<file path="src/rtl/branch_issue_ctrl_pkg.sv">
// Shared state encoding and constants for the branch issue sequencer.
// The scoreboard id width comes from the codebase-wide SCOREBOARD_SIZE_WIDTH macro.
`ifndef SCOREBOARD_SIZE_WIDTH
`define SCOREBOARD_SIZE_WIDTH 4
`endif

package branch_issue_ctrl_pkg;

    localparam int unsigned SCB_SID_W = `SCOREBOARD_SIZE_WIDTH;

    localparam logic [3:0] FUNC_JAL  = 4'b0111;
    localparam logic [3:0] FUNC_JALR = 4'b0101;
    localparam logic [3:0] FUNC_BR   = 4'b0100;

    typedef enum logic [1:0] {
        StIdle   = 2'd0,
        StWait   = 2'd1,
        StFlush  = 2'd2,
        StBubble = 2'd3
    } bic_state_e;

endpackage

</file>
<file path="src/rtl/branch_queue.sv">
// In-order FIFO of dispatched branch ops; head fields are read straight from storage.
// Clear drops every entry by snapping the read pointer onto the write pointer.
module branch_queue #(
    parameter int unsigned DEPTH = 4,
    parameter int unsigned SID_W = 4
) (
    input  logic             clk,
    input  logic             rst_n,
    input  logic             i_enq,
    input  logic [63:0]      i_enq_pc,
    input  logic [31:0]      i_enq_inst,
    input  logic [SID_W-1:0] i_enq_sid,
    input  logic [3:0]       i_enq_func,
    input  logic             i_pop,
    input  logic             i_clear,
    output logic             o_full,
    output logic             o_empty,
    output logic [63:0]      o_head_pc,
    output logic [31:0]      o_head_inst,
    output logic [SID_W-1:0] o_head_sid,
    output logic [3:0]       o_head_func
);

    localparam int unsigned IDX_W = $clog2(DEPTH);

    logic [IDX_W:0]     r_wr_ptr;
    logic [IDX_W:0]     r_rd_ptr;
    logic [63:0]        r_pc   [DEPTH];
    logic [31:0]        r_inst [DEPTH];
    logic [SID_W-1:0]   r_sid  [DEPTH];
    logic [3:0]         r_func [DEPTH];

    logic               w_do_enq;
    logic               w_do_pop;
    logic [IDX_W-1:0]   w_wr_idx;
    logic [IDX_W-1:0]   w_rd_idx;

    assign w_wr_idx = r_wr_ptr[IDX_W-1:0];
    assign w_rd_idx = r_rd_ptr[IDX_W-1:0];

    assign o_empty  = (r_wr_ptr == r_rd_ptr);
    assign o_full   = (r_wr_ptr[IDX_W] != r_rd_ptr[IDX_W]) && (w_wr_idx == w_rd_idx);

    assign w_do_enq = i_enq && !o_full;
    assign w_do_pop = i_pop && !o_empty;

    always_ff @(posedge clk or negedge rst_n) begin
        if (!rst_n) begin
            r_wr_ptr <= '0;
            r_rd_ptr <= '0;
        end else begin
            if (w_do_enq) begin
                r_wr_ptr <= r_wr_ptr + (IDX_W + 1)'(1);
            end
            // Clear takes priority; the owner never enqueues while clearing.
            if (i_clear) begin
                r_rd_ptr <= r_wr_ptr;
            end else if (w_do_pop) begin
                r_rd_ptr <= r_rd_ptr + (IDX_W + 1)'(1);
            end
        end
    end

    always_ff @(posedge clk) begin
        if (w_do_enq) begin
            r_pc[w_wr_idx]   <= i_enq_pc;
            r_inst[w_wr_idx] <= i_enq_inst;
            r_sid[w_wr_idx]  <= i_enq_sid;
            r_func[w_wr_idx] <= i_enq_func;
        end
    end

    assign o_head_pc   = r_pc[w_rd_idx];
    assign o_head_inst = r_inst[w_rd_idx];
    assign o_head_sid  = r_sid[w_rd_idx];
    assign o_head_func = r_func[w_rd_idx];

endmodule

</file>
<file path="src/rtl/branch_issue_ctrl.sv">
// Branch issue sequencer: queues dispatched branches, issues the oldest to the BEU when its
// operands are ready, and on redirect flushes younger work and stalls dispatch for a bubble.
module branch_issue_ctrl
    import branch_issue_ctrl_pkg::*;
#(
    parameter int unsigned DEPTH           = 4,
    parameter int unsigned SID_W           = SCB_SID_W,
    parameter int unsigned REDIRECT_BUBBLE = 2
) (
    input  logic             clk,
    input  logic             rst_n,
    input  logic             enq_valid_i,
    output logic             enq_ready_o,
    input  logic [63:0]      enq_pc_i,
    input  logic [31:0]      enq_inst_i,
    input  logic [SID_W-1:0] enq_sid_i,
    input  logic [3:0]       enq_func_code_i,
    output logic [SID_W-1:0] head_sid_o,
    input  logic             opnd_ready_i,
    input  logic [63:0]      rs1_value_i,
    input  logic [63:0]      rs2_value_i,
    output logic             branch_valid_o,
    output logic [63:0]      branch_pc_o,
    output logic [31:0]      branch_inst_o,
    output logic [SID_W-1:0] branch_sid_o,
    output logic [63:0]      rs1_value_o,
    output logic [63:0]      rs2_value_o,
    output logic [3:0]       func_code_o,
    input  logic             branch_redirect_i,
    input  logic [63:0]      branch_redirect_pc_i,
    output logic             resolved_valid_o,
    output logic [SID_W-1:0] resolved_sid_o,
    output logic             resolved_taken_o,
    output logic             redirect_o,
    output logic [63:0]      redirect_pc_o,
    output logic             flush_o,
    output logic [SID_W-1:0] flush_sid_o,
    output logic             busy_o
);

    localparam int unsigned CNT_W = (REDIRECT_BUBBLE > 1) ? $clog2(REDIRECT_BUBBLE) : 1;

    bic_state_e         r_state;
    bic_state_e         w_state_next;
    logic [CNT_W-1:0]   r_bubble_cnt;
    logic [CNT_W-1:0]   w_bubble_cnt_next;
    logic [SID_W-1:0]   r_issued_sid;
    logic [63:0]        r_redirect_pc;

    logic               w_full;
    logic               w_empty;
    logic [63:0]        w_head_pc;
    logic [31:0]        w_head_inst;
    logic [SID_W-1:0]   w_head_sid;
    logic [3:0]         w_head_func;
    logic               w_issue;
    logic               w_enq;
    logic               w_clear;

    branch_queue #(
        .DEPTH (DEPTH),
        .SID_W (SID_W)
    ) u_queue (
        .clk         (clk),
        .rst_n       (rst_n),
        .i_enq       (w_enq),
        .i_enq_pc    (enq_pc_i),
        .i_enq_inst  (enq_inst_i),
        .i_enq_sid   (enq_sid_i),
        .i_enq_func  (enq_func_code_i),
        .i_pop       (w_issue),
        .i_clear     (w_clear),
        .o_full      (w_full),
        .o_empty     (w_empty),
        .o_head_pc   (w_head_pc),
        .o_head_inst (w_head_inst),
        .o_head_sid  (w_head_sid),
        .o_head_func (w_head_func)
    );

    // Dispatch is accepted while idle or waiting on the BEU; held off in reset, flush and bubble.
    assign enq_ready_o = rst_n && !w_full && ((r_state == StIdle) || (r_state == StWait));
    assign w_enq       = enq_valid_i && enq_ready_o;
    assign w_issue     = (r_state == StIdle) && !w_empty && opnd_ready_i;
    assign w_clear     = (r_state == StFlush);
    assign head_sid_o  = w_empty ? '0 : w_head_sid;
    assign busy_o      = !w_empty || (r_state != StIdle);

    always_ff @(posedge clk or negedge rst_n) begin
        if (!rst_n) begin
            r_state      <= StIdle;
            r_bubble_cnt <= '0;
        end else begin
            r_state      <= w_state_next;
            r_bubble_cnt <= w_bubble_cnt_next;
        end
    end

    always_ff @(posedge clk or negedge rst_n) begin
        if (!rst_n) begin
            r_issued_sid  <= '0;
            r_redirect_pc <= '0;
        end else begin
            if (w_issue) begin
                r_issued_sid <= w_head_sid;
            end
            if ((r_state == StWait) && branch_redirect_i) begin
                r_redirect_pc <= branch_redirect_pc_i;
            end
        end
    end

    always_comb begin
        w_state_next      = r_state;
        w_bubble_cnt_next = r_bubble_cnt;
        unique case (r_state)
            StIdle: begin
                if (w_issue) begin
                    w_state_next = StWait;
                end
            end
            StWait: begin
                w_state_next = branch_redirect_i ? StFlush : StIdle;
            end
            StFlush: begin
                if (REDIRECT_BUBBLE == 0) begin
                    w_state_next = StIdle;
                end else begin
                    w_state_next      = StBubble;
                    w_bubble_cnt_next = CNT_W'(REDIRECT_BUBBLE - 1);
                end
            end
            StBubble: begin
                if (r_bubble_cnt == '0) begin
                    w_state_next = StIdle;
                end else begin
                    w_bubble_cnt_next = r_bubble_cnt - CNT_W'(1);
                end
            end
            default: begin
                w_state_next = StIdle;
            end
        endcase
    end

    always_comb begin
        branch_valid_o   = 1'b0;
        branch_pc_o      = '0;
        branch_inst_o    = '0;
        branch_sid_o     = '0;
        rs1_value_o      = '0;
        rs2_value_o      = '0;
        func_code_o      = '0;
        resolved_valid_o = 1'b0;
        resolved_sid_o   = '0;
        resolved_taken_o = 1'b0;
        redirect_o       = 1'b0;
        redirect_pc_o    = '0;
        flush_o          = 1'b0;
        flush_sid_o      = '0;
        unique case (r_state)
            StIdle: begin
                if (w_issue) begin
                    branch_valid_o = 1'b1;
                    branch_pc_o    = w_head_pc;
                    branch_inst_o  = w_head_inst;
                    branch_sid_o   = w_head_sid;
                    rs1_value_o    = rs1_value_i;
                    rs2_value_o    = rs2_value_i;
                    func_code_o    = w_head_func;
                end
            end
            StWait: begin
                resolved_valid_o = 1'b1;
                resolved_sid_o   = r_issued_sid;
                resolved_taken_o = branch_redirect_i;
            end
            StFlush: begin
                redirect_o    = 1'b1;
                redirect_pc_o = r_redirect_pc;
                flush_o       = 1'b1;
                flush_sid_o   = r_issued_sid;
            end
            StBubble: begin
            end
            default: begin
            end
        endcase
    end

endmodule

</file>
<file path="config.mk">
export PLATFORM = sky130hd
export DESIGN_NAME = branch_issue_ctrl
export DESIGN_NICKNAME = d
export VERILOG_FILES = /design/src/rtl/branch_issue_ctrl_pkg.sv /design/src/rtl/branch_queue.sv /design/src/rtl/branch_issue_ctrl.sv
export SDC_FILE = /design/constraint.sdc
export NUM_CORES = 1
export LEC_CHECK = 0
export ABC_AREA = 1
export ABC_CLOCK_PERIOD_IN_PS = 9000
export CORE_AREA = 2 2 240 242
export CTS_BUF_LIST = sky130_fd_sc_hd__clkbuf_8
export DETAILED_ROUTE_END_ITERATION = 8
export DIE_AREA = 0 0 242 244
export HOLD_SLACK_MARGIN = 0.15
export PLACE_DENSITY = 0.76
export SKIP_CTS_REPAIR_TIMING = 1
export SYNTH_ARGS = -nofsm -noshare
export SYNTH_HDL_FRONTEND = slang
export SYNTH_SLANG_ARGS = --single-unit
</file>
<file path="constraint.sdc">
create_clock -name clk -period 9 [get_ports clk]
set_input_delay 1.8 -clock clk [delete_from_list [all_inputs] [get_ports clk]]
set_output_delay 1.8 -clock clk [all_outputs]
set_load 0.03 [all_outputs]
</file>
==> run_results.csv, run 1 <==
group,metric,value,unit
floorplanning,placementRows,87,
clocking,htree_levels,3,
grt,grt_pass1_wl,97.5,mm
cells_and_area,design_area,0.0291,sq mm
min_path,min_to,"r_issued_sid[1]",
critical_path,endpoint_kind,"primary output",
timing,setup_viol,0,
route,avgRoutedWirePerCell,19.8,um
logic_synthesis,synth_flop_cell,"edfxtp_1",
grt,grt_pass1_vias,16100,
cells_and_area,regArea,0.0144,sq mm
critical_path,critPathLaunchType,"primary input",
logic_synthesis,synth_most_common_cell,"nor2_1",
placed_design,dpl_worst_slack,2.12,ns
floorplanning,ios,616,
cells_and_area,post-route-util,51.7,%
grt,track_usage,21.9,%
run,maxCapViolCount,0,
critical_path,crit_chain,"clkdlybuf4s50_1, nor3b_1, nand2_8, buf_12, nor2_1, clkdlybuf4s50_1",
timing,period_needed,6.92,ns
timing,maxSlewViolCount,0,
cells_and_area,syn_to_final_growth,39.7,%
power_and_ir_drop,total_leakage_power,10.9,nW
critical_path,r2r_start,"u_queue.r_rd_ptr[0]",
timing,fmax,0.145,GHz
critical_path,required,7.20,ns
clocking,cts_tree,"built",
power_and_ir_drop,fin_total_pwr,8.54,mW
critical_path,rrSetupSlack,4.93,ns
critical_path,r2r_cells,7,
floorplanning,start_util,37.0,%
logic_synthesis,ys_ff_latch,493,
clocking,clock_latency,0.65,ns
logic_synthesis,synthArstFlopShare,15.6,%
critical_path,critPathSlowestCell,"clkdlybuf4s50_1",
min_path,hold_class,"reg -> reg",
power_and_ir_drop,power_density,294,mW/mm^2
logic_synthesis,yosys_warnings,0,
grt,busiest_layer,"met2",
clocking,cts_buffers,82,
critical_path,path_buf_inv,3,
timing,fin_ws,2.08,ns
route,vias,16400,
timing,hold_viol_final,0,
logic_synthesis,synth_area_leaders,"edfxtp_1, nor2_1, dfrtp_1",
cells_and_area,fillCellCount,4861,
logic_synthesis,synth_seq_area_share,69.3,%
route,drc,0,
min_path,hold_depth,2,
critical_path,worstSetupPathDepth,6,
cells_and_area,final_nets,2867,
timing,tns,0,ns
floorplanning,die_area,0.0590,sq mm
floorplanning,die_x,242,um
logic_synthesis,yosysTopAreaCell,"edfxtp_1",
min_path,min_from,"r_issued_sid[1]",
logic_synthesis,synth_common_cells,"nor2_1, edfxtp_1, o21ai_0, inv_1, nand2_1",
placed_design,gp_congestion,0.992,
critical_path,worstSetupPathType,"in -> out",
placed_design,portBuffers,615,
grt,met3_usage,5.81,%
clocking,clkTransAtPathRegs,0.06,ns
route,first_iter_violations,1033,
timing,rsz0062_at_grt,"no",
grt,overflow,0,
critical_path,critPathTopFamily,"buffers and inverters",
logic_synthesis,netlist.area_leader.share,60.0,%
critical_path,max_stage_delay,0.79,ns
critical_path,reg2reg_to,"u_queue.r_sid[0][2]",
timing,fin_skew,0.0238,ns
clocking,cts_sinks,493,
cells_and_area,multiInputGateArea,0.00501,sq mm
outcome,run_status,"completed",
clocking,clk_path_buf_depth,3,
logic_synthesis,synthCells,1966,
timing,tightest_slew,1.11,ns
clocking,cts-root-buf,"clkbuf_8",
route,drtPass1Iterations,5,
critical_path,path_max_fanout,142,
floorplanning,die_h,244,um
logic_synthesis,synth_edf_count,416,
logic_synthesis,syn_area,0.0208,sq mm
critical_path,critical_path.most_common_cell,"clkdlybuf4s50_1",
logic_synthesis,avgSynthCellArea,10.6,sq um
placed_design,dpl.hpwl,44.6,mm
route,viasPerCell,4.82,
floorplanning,core_area,0.0562,sq mm
cells_and_area,drive_gt1_share,6.56,%
timing,relSlewSlack,25.7,%
logic_synthesis,synth_cell_types,24,
grt,use_met2,39.2,%
route,ant_nets,0,
grt,use_met1,24.1,%
grt,grt_start_max_net_pins,143,
critical_path,worstPathArrival,5.12,ns
route,routed_wl,67.1,mm
grt,antenna_found_initial,21,
logic_synthesis,synthesis.nets,2272,
timing,post-route-period-util,76.9,%
power_and_ir_drop,vdd_drop_max,220,uV
placed_design,dpl_cell_area,0.0275,sq mm
[report_power, final]
group	switching (mW)	total, mW	internal (mW)
sequential	0.170	3.00	2.83
clock	0.888	1.81	0.924
combinational	2.47	3.73	1.26
[sequential cells by signal, summed over array words and instances (netlist names), named ones only]
name / flops
r_bubble_cnt: 1
r_redirect_pc: 64
u_queue.r_inst: 128
r_state: 1
u_queue.r_pc: 256
u_queue.r_wr_ptr: 3
u_queue.r_func: 16
u_queue.r_sid: 16
r_issued_sid: 4
u_queue.r_rd_ptr: 3
[worst register-to-register path: cells and delay by family, from the launching register on]
kind / cells / cell delay, ns
simple gates: 5 / 1.52
buf+inv: 2 / 0.97
flops: 1 / 0.95
[logic make-up after synthesis]
kind of cell	Yosys count	share of synthesized area [%]
flip-flops	493	69.3
buffers and inverters	338	6.80
XOR/XNOR	2	0.0842
AO/OA/AOI/OAI	374	9.72
adder cells (fa/ha/maj)	5	0.301
AND/OR/NAND/NOR	754	13.8
[through the flow]
step	hold slack, ns	cells
3_3_place_gp	0.468	3233
6_report	0.492	3394
3_5_place_dp	0.473	3233
5_1_grt	0.527	3393
2_1_floorplan	0.449	1966
4_1_cts	0.495	3379
[layout make-up]
type	instances	area share (%)
sequential	493	49.6
timing repair buffer	629	21.7
multi-input combinational	1135	17.3
clock buffer	87	4.12
tap	756	3.25
inverter	220	2.87
clock inverter	59	0.990
antenna	15	0.129
[how the worst max path moves through the flow]
| stage | start | end | slack [ns] |
|---|---|---|---|
| final | opnd_ready_i | rs1_value_o[47] | 2.08 |
| after detailed placement | opnd_ready_i | rs1_value_o[47] | 2.12 |
| after global placement | opnd_ready_i | rs1_value_o[47] | 2.17 |
| after global routing | u_queue.r_rd_ptr[0] | branch_sid_o[2] | 1.88 |
| after floorplan | rst_n | u_queue.r_func[0][0] | 1.82 |
| after CTS | u_queue.r_rd_ptr[0] | rs1_value_o[47] | 2.11 |
[metal layers]
metal / part of all wire [%] / up-vias
li1: - / 7665
met1: 37 / 7902
met2: 51 / 650
met3: 7.4 / 146
met4: 4.7 / 6
met5: 0.070 / -
[cells in the final DEF, fill, tap and decap left out, types with 10 or more instances in the layout]
cell	n
clkdlybuf4s50_1	614
dfrtp_1	75
clkbuf_8	87
clkinv_1	19
diode_2	15
o21ai_1	50
nand3_1	13
o21ai_0	221
buf_4	10
nand2_1	120
a21oi_2	40
inv_1	239
nor2_1	610
a21oi_1	63
edfxtp_1	416
No activity file was read; power rests on OpenSTA's default activity.
==> run 2, diff against run 1 <==
--- a/config.mk
+++ b/config.mk
@@ -6,13 +6,13 @@
 export NUM_CORES = 1
 export LEC_CHECK = 0
 export ABC_AREA = 1
-export ABC_CLOCK_PERIOD_IN_PS = 9000
-export CORE_AREA = 2 2 240 242
+export ABC_CLOCK_PERIOD_IN_PS = 7100
+export CORE_AREA = 2 2 242 244
 export CTS_BUF_LIST = sky130_fd_sc_hd__clkbuf_8
 export DETAILED_ROUTE_END_ITERATION = 8
-export DIE_AREA = 0 0 242 244
+export DIE_AREA = 0 0 244 246
 export HOLD_SLACK_MARGIN = 0.15
-export PLACE_DENSITY = 0.76
+export PLACE_DENSITY = 0.75
 export SKIP_CTS_REPAIR_TIMING = 1
 export SYNTH_ARGS = -nofsm -noshare
 export SYNTH_HDL_FRONTEND = slang
==> constraint.sdc (replaced) <==
create_clock -name clk -period 7.1 [get_ports clk]
set_input_delay 1.42 -clock clk [delete_from_list [all_inputs] [get_ports clk]]
set_output_delay 1.42 -clock clk [all_outputs]
set_load 0.03 [all_outputs]
==> run 2 against run 1 <==
Net effect:
- non-clock buffer count up 4
- sequential share of layout area down 0.14 points
- utilization down 0.93 points
- critical path type unchanged
- largest cell class unchanged
- largest power group unchanged
- highest routed layer unchanged
==> run_results.csv, run 2 (same netlist as run 1, synthesis figures left out) <==
group,metric,value,unit
grt,grt_pass1_wl,95.2,mm
power_and_ir_drop,power_density,376,mW/mm^2
route,routed_wl,65.2,mm
timing,setup_viol,0,
timing,maxSlewViolCount,0,
cells_and_area,final_cell_mix,"clkdlybuf4s50_1, nor2_1, edfxtp_1, inv_1, o21ai_0",
critical_path,critPathLaunchType,"primary input",
clocking,clk_path_buf_depth,3,
clocking,clkTransAtPathRegs,0.06,ns
cells_and_area,final_common_cell,"clkdlybuf4s50_1",
timing,period_needed,5.81,ns
timing,post-route-period-util,81.8,%
floorplanning,die_x,244,um
floorplanning,placementRows,88,
clocking,clock_latency,0.67,ns
grt,track_usage,20.8,%
cells_and_area,regMostFlops,"u_queue.r_pc",
critical_path,worstSetupPathType,"in -> out",
critical_path,worstPathArrival,4.39,ns
cells_and_area,regArea,0.0144,sq mm
cells_and_area,reg_top3,"u_queue.r_pc x256, u_queue.r_inst x128, r_redirect_pc x64",
min_path,min_to,"r_bubble_cnt",
floorplanning,die_area,0.0600,sq mm
route,avgRoutedWirePerCell,19.1,um
power_and_ir_drop,fin_total_pwr,11.0,mW
timing,tightest_slew,1.13,ns
cells_and_area,design_area,0.0291,sq mm
min_path,hold_depth,2,
timing,relSlewSlack,24.6,%
cells_and_area,post-route-util,50.8,%
power_and_ir_drop,sw_frac_of_total,41.2,%
route,vias,16400,
critical_path,required,5.68,ns
floorplanning,die_h,246,um
cells_and_area,multiInputGateArea,0.00501,sq mm
power_and_ir_drop,vdd_drop_max,295,uV
timing,fin_skew,0.0324,ns
clocking,cts-root-buf,"clkbuf_8",
timing,fin_ws,1.29,ns
grt,antenna_found_initial,15,
cells_and_area,drive_gt1_share,6.95,%
route,ant_nets,0,
min_path,min_from,"r_bubble_cnt",
critical_path,r2r_start,"u_queue.r_rd_ptr[1]",
cells_and_area,final_nets,2872,
power_and_ir_drop,switching_power,4.52,mW
route,viasPerCell,4.82,
clocking,cts_buffers,83,
cells_and_area,largest_register_ff_count,256,
power_and_ir_drop,total_leakage_power,11.0,nW
floorplanning,start_util,36.3,%
critical_path,rrSetupSlack,3.24,ns
outcome,run_status,"completed",
critical_path,path_max_fanout,90,
cells_and_area,fillCellCount,4979,
critical_path,r2r_cells,7,
placed_design,dpl.hpwl,43.2,mm
floorplanning,core_area,0.0574,sq mm
clocking,cts_sinks,493,
floorplanning,ios,616,
placed_design,dpl_cell_area,0.0275,sq mm
power_and_ir_drop,p_clk_share,22.1,%
route,drc,0,
min_path,hold_class,"reg -> reg",
route,drtPass1Iterations,7,
power_and_ir_drop,power_frac_comb,43.3,%
timing,rsz0062_at_grt,"no",
critical_path,reg2reg_to,"u_queue.r_inst[1][10]",
timing,hold_viol_final,0,
route,first_iter_violations,1131,
grt,grt_pass1_vias,16100,
power_and_ir_drop,internal-power,6.45,mW
critical_path,endpoint_kind,"primary output",
cells_and_area,syn_to_final_growth,40.1,%
placed_design,portBuffers,615,
placed_design,gp_congestion,0.956,
placed_design,dpl_worst_slack,1.31,ns
grt,grt_start_max_net_pins,129,
clocking,htree_levels,3,
timing,tns,0,ns
grt,overflow,0,
timing,fmax,0.172,GHz
clocking,cts_tree,"built",
power_and_ir_drop,seqPwrFrac,34.6,%
run,maxCapViolCount,0,
==> run 2: cell types whose count changed in the layout (fill, tap and decap cells not counted), sizes merged <==
cell and change:
clkinvlp -2, clkinv +2, clkbuf +1, inv +4
buf +4, diode -6, bufinv +2
==> run 2: critical path: stages <==
cell and delay, ns:
clkdlybuf4s50_1 0.46, nor3b_1 0.51, nand2_8 0.49, buf_4 0.46
a21oi_1 0.24, clkdlybuf4s50_1 0.71
==> run 2: power by group through the flow <==
| stage | Combinational, mW | Sequential (mW) | Clock (mW) |
|---|---|---|---|
| after global routing | 5.12 | 3.83 | 2.63 |
| after detailed placement | 4.77 | 3.85 | 0 |
| after floorplan | 3.02 | 3.76 | 0 |
| after global placement | 4.71 | 3.83 | 0 |
| after CTS | 4.80 | 3.79 | 2.49 |
| final | 4.75 | 3.80 | 2.42 |
==> run 2: per-stage QoR <==
stage	cells	hold slack (ns)
after global routing	3406	0.508
after floorplan	1966	0.449
final	3408	0.485
after global placement	3246	0.470
after detailed placement	3246	0.470
after CTS	3399	0.485
==> run 2: final cells by class <==
type                       instances  area share, %
clock inverter                    65           1.31
multi-input combinational       1135           17.2
antenna                            9         0.0773
clock buffer                      88           4.16
inverter                         220           2.86
tap                              765           3.28
timing repair buffer             633           21.6
sequential                       493           49.5
==> run 2: worst max-delay path by stage <==
stage | from | end | slack [ns]
final | opnd_ready_i | branch_pc_o[27] | 1.29
after global routing | u_queue.r_rd_ptr[0] | branch_inst_o[26] | 1.04
after CTS | u_queue.r_rd_ptr[0] | branch_inst_o[26] | 1.19
after detailed placement | opnd_ready_i | branch_inst_o[26] | 1.31
after global placement | opnd_ready_i | branch_inst_o[21] | 1.41
after floorplan | rst_n | u_queue.r_func[0][0] | 0.30
==> run 2: per-layer routing <==
metal | GRT usage, % | vias to the layer above | wire length (um)
li1 | - | 7688 | -
met1 | 24.2 | 7937 | 25000
met2 | 34.9 | 672 | 32000
met3 | 6.12 | 136 | 4910
met4 | 11.1 | 10 | 3190
met5 | 0 | - | 76
==> run 3, diff against run 2 <==
--- a/config.mk
+++ b/config.mk
@@ -6,7 +6,7 @@
 export NUM_CORES = 1
 export LEC_CHECK = 0
 export ABC_AREA = 1
-export ABC_CLOCK_PERIOD_IN_PS = 7100
+export ABC_CLOCK_PERIOD_IN_PS = 6050
 export CORE_AREA = 2 2 242 244
 export CTS_BUF_LIST = sky130_fd_sc_hd__clkbuf_8
 export DETAILED_ROUTE_END_ITERATION = 8
==> constraint.sdc (replaced) <==
create_clock -name clk -period 6.05 [get_ports clk]
set_input_delay 1.21 -clock clk [delete_from_list [all_inputs] [get_ports clk]]
set_output_delay 1.21 -clock clk [all_outputs]
set_load 0.03 [all_outputs]
==> run 3 against run 2 <==
Net effect:
- clock power rose by 14%
- largest cell class unchanged
- routed wire length fell by 0.86%
- flip-flop and latch count did not move
- sequential share of layout area barely moved
- global-route usage fell by 0.19 points
- die area did not move
==> run_results.csv, run 3 (same netlist as run 1, synthesis figures left out) <==
group,metric,value,unit
critical_path,endpoint_kind,"primary output",
timing,relSlewSlack,22.2,%
power_and_ir_drop,switching_power,5.27,mW
grt,grt_start_max_net_pins,129,
floorplanning,ios,616,
route,vias,16300,
route,ant_nets,0,
min_path,hold_class,"reg -> reg",
grt,use_met2,35.1,%
critical_path,worstPathArrival,4.20,ns
placed_design,gp_congestion,0.934,
clocking,cts_sinks,493,
power_and_ir_drop,internal-power,7.53,mW
power_and_ir_drop,power_frac_comb,44.0,%
cells_and_area,regMostFlops,"u_queue.r_pc",
timing,hold_viol_final,0,
timing,tightest_slew,1.17,ns
grt,antenna_found_initial,11,
clocking,htree_levels,3,
clocking,cts_buffers,83,
critical_path,r2r_start,"u_queue.r_rd_ptr[0]",
run,maxCapViolCount,0,
cells_and_area,syn_to_final_growth,40.1,%
critical_path,critPathLaunchType,"primary input",
outcome,run_status,"completed",
timing,fin_skew,0.0285,ns
power_and_ir_drop,power_density,439,mW/mm^2
floorplanning,die_area,0.0600,sq mm
clocking,cts_tree,"built",
floorplanning,placementRows,88,
cells_and_area,final_common_cell,"clkdlybuf4s50_1",
critical_path,rrSetupSlack,2.60,ns
cells_and_area,final_nets,2875,
route,drtPass1Iterations,5,
cells_and_area,reg_top3,"u_queue.r_pc x256, u_queue.r_inst x128, r_redirect_pc x64",
critical_path,reg2reg_to,"u_queue.r_inst[2][12]",
min_path,hold_depth,2,
floorplanning,die_h,246,um
timing,rsz0062_at_grt,"no",
power_and_ir_drop,vdd_drop_max,312,uV
clocking,cts-root-buf,"clkbuf_8",
floorplanning,core_area,0.0574,sq mm
critical_path,max_stage_delay,0.71,ns
clocking,clock_latency,0.66,ns
cells_and_area,post-route-util,50.8,%
route,drc,0,
placed_design,portBuffers,615,
power_and_ir_drop,p_clk_share,21.6,%
grt,grt_pass1_wl,93.8,mm
min_path,min_to,"r_issued_sid[3]",
clocking,clk_path_buf_depth,3,
grt,track_usage,20.6,%
route,first_iter_violations,1134,
critical_path,path_max_fanout,94,
power_and_ir_drop,total_leakage_power,11.0,nW
critical_path,critical_path.most_common_cell,"clkdlybuf4s50_1",
cells_and_area,drive_gt1_share,6.76,%
cells_and_area,final_cell_mix,"clkdlybuf4s50_1, nor2_1, edfxtp_1, inv_1, o21ai_0",
grt,overflow,0,
critical_path,path_buf_inv,3,
route,viasPerCell,4.79,
route,avgRoutedWirePerCell,19.0,um
clocking,clkTransAtPathRegs,0.06,ns
power_and_ir_drop,seqPwrFrac,34.4,%
critical_path,critPathTopFamily,"buffers and inverters",
critical_path,crit_chain,"clkdlybuf4s50_1, nor3b_1, nand2_8, buf_4, a21oi_1, clkdlybuf4s50_1",
power_and_ir_drop,sw_frac_of_total,41.2,%
placed_design,dpl.hpwl,42.6,mm
power_and_ir_drop,fin_total_pwr,12.8,mW
grt,met3_usage,6.01,%
timing,post-route-period-util,89.5,%
timing,period_needed,5.41,ns
cells_and_area,largest_register_ff_count,256,
critical_path,critPathSlowestCell,"clkdlybuf4s50_1",
timing,setup_viol,0,
critical_path,worstSetupPathType,"in -> out",
route,routed_wl,64.6,mm
floorplanning,start_util,36.3,%
grt,use_met1,23.8,%
grt,grt_pass1_vias,16000,
floorplanning,die_x,244,um
min_path,min_from,"r_issued_sid[3]",
timing,tns,0,ns
timing,maxSlewViolCount,0,
timing,fmax,0.185,GHz
critical_path,r2r_cells,7,
grt,busiest_layer,"met2",
critical_path,required,4.84,ns
==> run 3: layout make-up <==
class                           count  area, sq um
Timing Repair Buffer              636         6350
Fill cell                        4938        28200
Sequential cell                   493        14400
Clock buffer                       88         1210
Antenna cell                        9         22.5
Multi-Input combinational cell   1135         5010
Inverter                          220          833
Tap cell                          765          957
Clock inverter                     61          335
==> run 3: routing by layer <==
metal	vias to the layer above	routed length, um	part of all wire (%)
li1	7682	-	-
met1	7765	24200	37
met2	710	32200	50
met3	144	5230	8.1
met4	4	2990	4.6
met5	-	30	0.046
==> run 3: worst max-delay path by stage <==
stage                                end                 from  depth (start not counted)
floorplan           u_queue.r_func[0][0]                rst_n                          4
global placement        branch_inst_o[5]         opnd_ready_i                          6
detailed placement     branch_inst_o[26]         opnd_ready_i                          6
CTS                    branch_inst_o[26]  u_queue.r_rd_ptr[1]                          8
global route           branch_inst_o[21]  u_queue.r_rd_ptr[1]                          8
finish                   branch_pc_o[31]         opnd_ready_i                          6
==> run 3: metrics by stage <==
step	cell area (sq um)	hold WS [ns]	instances	setup WS, ns
after floorplan	20800	0.449	1966	-0.540
after global placement	27600	0.470	3249	0.699
after detailed placement	27600	0.467	3249	0.678
after CTS	29100	0.484	3398	0.563
after global routing	29100	0.512	3405	0.363
final	29100	0.483	3407	0.636
==> run 3: power groups by stage <==
stage / registers (mW) / logic [mW] / clock network [mW]
2_1_floorplan: 4.41 / 3.54 / 0
3_3_place_gp: 4.45 / 5.56 / 0
3_5_place_dp: 4.47 / 5.65 / 0
4_1_cts: 4.41 / 5.68 / 2.85
5_1_grt: 4.45 / 6.05 / 2.99
6_report: 4.41 / 5.63 / 2.76
==> run 3: worst min-delay path: cells and delay by family (launching register included) <==
kind | cells | cell delay [ns]
DFF | 1 | 0.34
and+or+nand+nor | 2 | 0.11
==> patch (settings of run 3) <==
`REDIRECT_BUBBLE`: 2 -> 4.
--- a/src/rtl/branch_issue_ctrl.sv
+++ b/src/rtl/branch_issue_ctrl.sv
@@ -5,7 +5,7 @@
 #(
     parameter int unsigned DEPTH           = 4,
     parameter int unsigned SID_W           = SCB_SID_W,
-    parameter int unsigned REDIRECT_BUBBLE = 2
+    parameter int unsigned REDIRECT_BUBBLE = 4
 ) (
     input  logic             clk,
     input  logic             rst_n,
Formal check against the unedited RTL: same outputs for any inputs over 4 cycles, from zero or initial values and one cycle with rst_n low; that may be too few to reach the edited logic, so the function may still have changed.
==> patch against run 3 <==
Final cell count unchanged. Worst hold slack improved by 1.2 ps. Wire length increased by 4.5%. Setup slack improved by 150 ps. Final area increased by 0.45%. Power decreased by 15%. Area after synthesis increased by 0.22%. Sequential cell count increased by 1. Clock power increased by 8.7%. Count of clock-buffer cells in the layout increased by 1. Non-clock buffer count decreased by 1. Largest cell class unchanged. Largest power group is now registers.
==> patch: results (changes against run 3) <==
[status]
status = finished clean

[synthesis]
synth_area_leaders = edfxtp_1 60%, nor2_1 11%, dfrtp_1 9.4%
netlist_top_cells_count = 617 x nor2_1, 416 x edfxtp_1, 268 x o21ai_0
yosysSeqAreaShare = 0.693  ; about the same
syn_inst = 1971  ; +0.25%

[grt]
antenna_found_initial = 3  ; -8
grt_util_all_layers = 0.219  ; +0.0128
grt_use_met2 = 0.378  ; +0.0267
grt_util_met3 = 0.0535  ; -0.00664
grtUsageMet1 = 0.257  ; +0.0193

[critical_path]
rr_startpoint = u_queue.r_rd_ptr[1]
cp_data_arrival_time_ps = 4060  ; -140 ps
crit_fanout = 69  ; -27%
rrSetupSlack_ps = 2800  ; +200 ps
crit_end = branch_pc_o[58]

[power]
p_seq_frac = 0.390  ; +0.046
leakagePower_nw = 11.1  ; +0.18%
ir_drop_v = 0.000354  ; +14%
power_mw = 10.9  ; -15%

[sta]
hold_slack_ps = 484  ; +1.19 ps
tightest_slew_ps = 1250  ; +78.8 ps
finClkSkew_ps = 21.5  ; -6.99 ps
setup_ws_ps = 783  ; +147 ps

[finish]
fin_nets = 2879  ; +0.14%
layout-drive-gt1-share = 0.0667  ; -0.000886

[clock_network]
clk_latency_ps = 640  ; -20 ps

[detailed_routing]
wl_met3_um = 5300  ; +1.3%
vias = 16300  ; +0.23%
drt_iter0_drc = 1088  ; -4.1%
wirelength_um = 67500  ; +4.5%

[place]
placed_cells = 3252  ; +0.092%
gp_congestion = 1.07  ; +14%

-- patch: cell types whose count changed in the layout (fill, tap and decap cells not counted), moves of 6 or more --
cell             run 3  this run
a21oi_1             63        73
o21ai_1             50         3
a21oi_2             40        30
clkinv_2             4        10
inv_1              249       240
o21ai_0            221       268
-- patch: cell type report --
class,count,share of cell area
Sequential cell,494,0.494
Timing Repair Buffer,635,0.217
Multi-Input combinational cell,1139,0.171
Clock buffer,89,0.0418
Tap cell,765,0.0327
Inverter,219,0.0282
Clock inverter,62,0.0156
Antenna cell,4,0.000342
-- patch: kinds of logic (layout without fill, tap and decap cells) --
| kind of cell | after synthesis | in the layout | share of synthesized area |
|---|---|---|---|
| other cells | 0 | 4 | 0 |
| buf+inv | 338 | 1005 | 0.0692 |
| compound gates | 375 | 375 | 0.0956 |
| simple gates | 756 | 756 | 0.138 |
| flops | 494 | 494 | 0.693 |
| xor+xnor | 2 | 2 | 0.000840 |
| fa+ha+maj | 6 | 6 | 0.00360 |
